===== src/rtl/ula_exec_ctrl.sv =====
// Execute-stage controller for Ula4bits: fetches operands from a small register bank,
// drives the combinational ALU, captures its flags, then writes back or signals a branch.
module ula_exec_ctrl #(
    parameter int unsigned WIDTH = 4,
    parameter int unsigned NREG  = 4,
    localparam int unsigned AW   = $clog2(NREG)
) (
    input  logic             clk,
    input  logic             rst,
    input  logic             in_valid,
    output logic             in_ready,
    input  logic [2:0]       in_op,
    input  logic             in_cmp,
    input  logic [AW-1:0]    in_rd,
    input  logic [AW-1:0]    in_rs,
    input  logic [AW-1:0]    in_rt,
    input  logic             load_en,
    input  logic [AW-1:0]    load_addr,
    input  logic [WIDTH-1:0] load_data,
    output logic [WIDTH-1:0] ula_a,
    output logic [WIDTH-1:0] ula_b,
    output logic             ula_x0,
    output logic             ula_x1,
    output logic             ula_x2,
    input  logic [WIDTH-1:0] ula_f,
    input  logic [WIDTH-1:0] ula_menor,
    input  logic [WIDTH-1:0] ula_igual,
    output logic             done,
    output logic             br_taken,
    output logic             flag_lt,
    input  logic [AW-1:0]    dbg_addr,
    output logic [WIDTH-1:0] dbg_data
);

    typedef enum logic [1:0] {StIdle, StRead, StExec, StWb} state_e;

    state_e            r_state;
    state_e            w_state_d;
    logic              w_accept;

    logic [2:0]        r_op;
    logic              r_cmp;
    logic [AW-1:0]     r_rd;
    logic [AW-1:0]     r_rs;
    logic [AW-1:0]     r_rt;
    logic [WIDTH-1:0]  r_res;
    logic              r_eq;
    logic              r_lt;
    logic              r_flag_lt;
    logic [WIDTH-1:0]  r_ula_a;
    logic [WIDTH-1:0]  r_ula_b;
    logic [2:0]        r_ula_x;
    logic [WIDTH-1:0]  r_bank [NREG];

    // Next-state logic and handshake / retire outputs
    always_comb begin
        w_state_d = r_state;
        w_accept  = 1'b0;
        in_ready  = (r_state == StIdle) && !load_en && !rst;
        done      = 1'b0;
        br_taken  = 1'b0;
        unique case (r_state)
            StIdle: begin
                if (in_valid && in_ready) begin
                    w_accept  = 1'b1;
                    w_state_d = StRead;
                end
            end
            StRead: w_state_d = StExec;
            StExec: w_state_d = StWb;
            StWb: begin
                // Retire pulse is masked while reset is asserted so an abort never retires
                done      = !rst;
                br_taken  = !rst && r_cmp && r_eq;
                w_state_d = StIdle;
            end
            default: w_state_d = StIdle;
        endcase
    end

    // State register
    always_ff @(posedge clk) begin
        if (rst) begin
            r_state <= StIdle;
        end else begin
            r_state <= w_state_d;
        end
    end

    // Instruction latch, ALU drive registers and result/flag capture
    always_ff @(posedge clk) begin
        if (rst) begin
            r_op      <= '0;
            r_cmp     <= 1'b0;
            r_rd      <= '0;
            r_rs      <= '0;
            r_rt      <= '0;
            r_res     <= '0;
            r_eq      <= 1'b0;
            r_lt      <= 1'b0;
            r_flag_lt <= 1'b0;
            r_ula_a   <= '0;
            r_ula_b   <= '0;
            r_ula_x   <= '0;
        end else begin
            if (w_accept) begin
                r_op  <= in_op;
                r_cmp <= in_cmp;
                r_rd  <= in_rd;
                r_rs  <= in_rs;
                r_rt  <= in_rt;
            end
            // ALU inputs only change here, so the ALU sees stable operands otherwise
            if (r_state == StRead) begin
                r_ula_a <= r_bank[r_rs];
                r_ula_b <= r_bank[r_rt];
                r_ula_x <= r_op;
            end
            if (r_state == StExec) begin
                r_res <= ula_f;
                r_eq  <= |ula_igual;
                r_lt  <= |ula_menor;
            end
            if (r_state == StWb) begin
                r_flag_lt <= r_lt;
            end
        end
    end

    // Register bank: preload in IDLE has priority, writeback in WB for non-compare ops
    always_ff @(posedge clk) begin
        if (rst) begin
            for (int i = 0; i < NREG; i++) begin
                r_bank[i] <= '0;
            end
        end else if ((r_state == StIdle) && load_en) begin
            r_bank[load_addr] <= load_data;
        end else if ((r_state == StWb) && !r_cmp) begin
            r_bank[r_rd] <= r_res;
        end
    end

    assign ula_a    = r_ula_a;
    assign ula_b    = r_ula_b;
    assign ula_x0   = r_ula_x[0];
    assign ula_x1   = r_ula_x[1];
    assign ula_x2   = r_ula_x[2];
    assign flag_lt  = r_flag_lt;
    assign dbg_data = r_bank[dbg_addr];

endmodule

===== config.mk =====
export PLATFORM = sky130hd
export DESIGN_NAME = ula_exec_ctrl
export DESIGN_NICKNAME = d
export VERILOG_FILES = /design/src/rtl/ula_exec_ctrl.sv
export SDC_FILE = /design/constraint.sdc
export NUM_CORES = 1
export LEC_CHECK = 0
export CORE_ASPECT_RATIO = 2
export CORE_MARGIN = 5
export CORE_UTILIZATION = 44
export CTS_CLUSTER_DIAMETER = 40
export DETAILED_ROUTE_END_ITERATION = 10
export HOLD_SLACK_MARGIN = 0.03
export PLACE_DENSITY = 0.75
export SYNTH_ARGS = -nofsm -noshare
export SYNTH_HDL_FRONTEND = slang
export SYNTH_SLANG_ARGS = --single-unit

===== constraint.sdc =====
create_clock -name clk -period 2.06 [get_ports clk]
set_clock_uncertainty 0.1 [all_clocks]
set_input_delay 0.412 -clock clk [delete_from_list [all_inputs] [get_ports clk]]
set_output_delay 0.412 -clock clk [all_outputs]
set_load 0.05 [all_outputs]

* After elaboration in Yosys (flattened, before gate mapping) *
Memory sizes are Yosys's and may differ from the RTL's. A register that Yosys moved wholly into a read port is not among the register bits.
Index checks and enable logic that the tools add are counted.

cells by class
  add/sub/neg operators = 0
  $mul = 0
  div/mod/pow operators = 0
  magnitude comparators = 0
  equal/unequal tests = 4
  shift operators = 0
  multiplexer cells = 21
  bitwise logic cells = 0
  reductions and logical operators = 15

operators with widths
  cell                number
  $reduce_or 4->1     4
  $mux 1              15
  $mux 4              2
  $pmux 2 s4          1
  $logic_and 1x1->1   7
  $mux 2              3
  $eq 2x2->1 const B  2
  $logic_not 1->1     3
  $eq 2x1->1 const B  1
  $logic_not 2->1     1
  $ne 2x1->1 const B  1

word-level totals
  bits in registers = 22
  bits in latches = 0
  bits in writable memories = 16
  memory bits (read-only) = 0
  input bits = 34
  output and inout bits = 19
  word-level logic and storage cells = 52
  memories kept = 1

memory list
  memory  words  bits a word  rd ports  clocked after memory_dff  write ports  line  RTL
  r_bank  4      4            3         2                         4            53    logic [WIDTH-1:0] r_bank [NREG];

* Depth between registers and ports, before layout *
  depth in word-level cells = 8
  depth in mapped cells = 6
  depth with buffers taken out = 5

* Worst setup path before layout *
No wires, ideal clock.

  kind = input port to output port
  start = in rst
  end = out in_ready
  arrival time = 1.946 ns
  data required time = 1.548 ns
  path slack = -0.398 ns
  stages on the path = 3
  path buffers = 2
  cell sequence = buf_4 clkbuf_1 nor3b_1

between the ends
  longest elaborated chain between the ends = 2

ends and longest elaborated chain
  element            line  RTL
  from (decl)        9     input logic rst,
  $logic_not 1->1    59    in_ready = (r_state == StIdle) && !load_en && !rst;
  $logic_and 1x1->1  59
  to (decl)          11    output logic in_ready,

No other way between the ends.

* Final worst setup path *
  start = in load_en
  end = out in_ready

between the ends
  longest elaborated chain between the ends = 3

ends and longest elaborated chain
  element                         line  RTL
  from (decl)                     17    input logic load_en,
  $logic_not 1->1                 59
  $logic_and 1x1->1 (2 in a row)  59

No other way between the ends.

==> metrics.yaml <==
yosysTopAreaCellShare_pct: 27.4
grt_pass1_vias: 1837
synth_edf_count: 16
cp-start-kind: "input pin"
cts_buffers: 5
fin_crit_sh_pct: 96.9
syn2layout_area_growth_pct: 44.0
syn-cell-area_sq_um: 2190
drv_cap: 0
cp.depth: 4
pin_count: 53
hold_buffers: 0
max_freq_ghz: 0.501
cp_slowest_cell: "clkdlybuf4s50_1"
drc: 0
synth_ff_type: "dfxtp_1"
slew_violations: 0
slowest_delay_ns: 0.49
syn_avg_cell_area_sq_um: 11.4
critical_path.max_fanout: 5
utilization_pct: 64.9
drive_above_1_share_pct: 27.7
ff2ff_path_depth: 6
clock_sinks: 46
relSlewSlack_pct: 66.7
drt_iter0_markers: 57
syn_nets: 232
final_hold_viol_count: 0
port_buffers: 52
crit_family: "buffers and inverters"
die_h_um: 110
hold_path_depth: 2
stdcell_area_sq_um: 3160
rsz0062_at_grt: "no"
clockRootBuffer: "clkbuf_8"
p_per_area_nw_per_um2: 943
synth_common_cells: "dfxtp_1, nand2_1, nor2_1, mux2i_1, edfxtp_1"
vias: 1797
wl_um: 5350
cts_tree: "done"
whs_ns: 0.367
ant_nets: 0
num_rows: 36
path_buf_inv: 3
fill_cells: 381
dieWidth_um: 59.9
worstHoldPathType: "flop to flop"
worst-setup-path-type: "input pin to primary output"
clockBufferDepth: 2
yosysMostFrequentCell: "dfxtp_1"
yosysSeqAreaShare_pct: 49.3
synth.distinct_cells: 31
synthTopCellsByArea: "dfxtp_1, edfxtp_1, mux4_2"
ir_drop_mv: 0.692
die_area_sq_um: 6580
cts.htree.levels: 2
dpl.hpwl_um: 4270
nets: 309
antennaDiodeCount: 0
grt-ovfl-total: 0
cp_cell_sequence: "clkdlybuf4s50_1, buf_4, nor3b_4, buf_12"
status: "finished clean"
synthCells: 193
grt_max_degree: 15
cp_data_arrival_time_ns: 1.48
yosys_warnings: 0
grt_use_total_pct: 18.0
wl_per_cell_um: 16.3
required_ns: 1.55
power_mw: 2.98
clk_latency_ns: 0.30
finalSetupViolCount: 0
start_util_pct: 45.1
place.gp.congestion: 0.783
path_clk_slew_ns: 0.09
postCtsSetupBuffers: 0
grt_pass1_wl_um: 8770
vias_per_cell: 5.48
ys_seq_elements: 46
crit_path_end_kind: "primary output"
yosysTopAreaCell: "dfxtp_1"
p_leak_nw: 1.19
firstDrtPassIters: 4
r2r_setup_slack_ns: 0.12
fin_crit_ns: 2.00
tns_ns: 0
antenna_found_initial: 0
async_flop_share_pct: 0
worst_pin_slew_ns: 0.498
placed_cell_area_sq_um: 2990
coreArea_sq_um: 4860
## sequential cells by signal (all words and copies together) (netlist names)
register	flops
ula_b	4
ula_a	4
r_state	2
r_bank	16
r_ula_x	3
r_lt	1
r_eq	1
flag_lt	1
r_cmp	1
r_res	4
r_rd	2
r_op	3
r_rt	2
r_rs	2
## final timing paths
check,startpoint,to
worst max-delay path,load_en,in_ready
worst min-delay path,r_op[1],r_op[1]
worst max register to register,r_state[0],r_bank[1][3]
worst min register to register,r_op[1],r_op[1]
## stage by stage
step                std cells  setup slack, ns
floorplan                 193           0.0286
global placement          320           -0.207
detailed placement        320           -0.277
CTS                       328          0.00298
global route              328          0.00382
finish                    328           0.0644
## layer usage
layer / share of wire (%) / track usage, %
met5: 0 / 0
met4: 2.5 / 7.92
met3: 4.6 / 3.29
met2: 60 / 35.3
met1: 33 / 16.9
## timing repair
item | CTS | global route
pin swaps | 0 | 1
cloned | 0 | 0
resized for setup | 10 | 6
endpoints found under the setup margin | 7 | 21
## cell families (layout without fill, tap and decap cells)
| logic type | Yosys count | count (layout) | share of synthesized area [%] |
|---|---|---|---|
| muxes | 29 | 29 | 20.1 |
| DFF | 46 | 46 | 49.3 |
| buffers and inverters | 21 | 99 | 3.82 |
| adders and majority gates | 5 | 5 | 2.85 |
| and+or+nand+nor | 64 | 64 | 15.1 |
| AOI/OAI and AO/OA | 28 | 28 | 8.90 |
## worst min-delay path, stage by stage (launching register included)
cell	delay (ns)
dfxtp_1	0.32
nand2_1	0.05
o21ai_0	0.06
## area by class of cell
type	instances	area, sq um	share of cell area [%]
clock buffer	5	68.8	2.18
multi-input combinational	126	1090	34.5
tap	57	71.3	2.26
timing repair buffer	81	772	24.4
sequential	46	1080	34.2
clock inverter	3	40.0	1.27
inverter	10	37.5	1.19
## report_power, final
part / internal (mW) / switching (mW)
Combinational: 0.531 / 0.578
Clock: 0.358 / 0.316
Sequential: 1.09 / 0.109
## placed cells by master, fill, tap and decap left out, types with 2 or more instances in the layout
cell type	n
clkbuf_8	5
a31oi_1	2
nor3b_4	2
buf_6	4
inv_1	10
edfxtp_1	16
mux2i_1	17
buf_12	3
clkinv_2	2
dlygate4sd2_1	3
a31o_2	2
o31ai_1	3
and4bb_2	3
a211oi_1	2
a32oi_1	4
nor3_1	8
clkdlybuf4s50_1	40
ha_1	3
mux4_2	12
nor4_2	3
o21ai_0	9
dfxtp_1	30
buf_4	30
nand2_1	21
nor2_1	18
nor4_1	3
(Power assumes the default switching activity.)
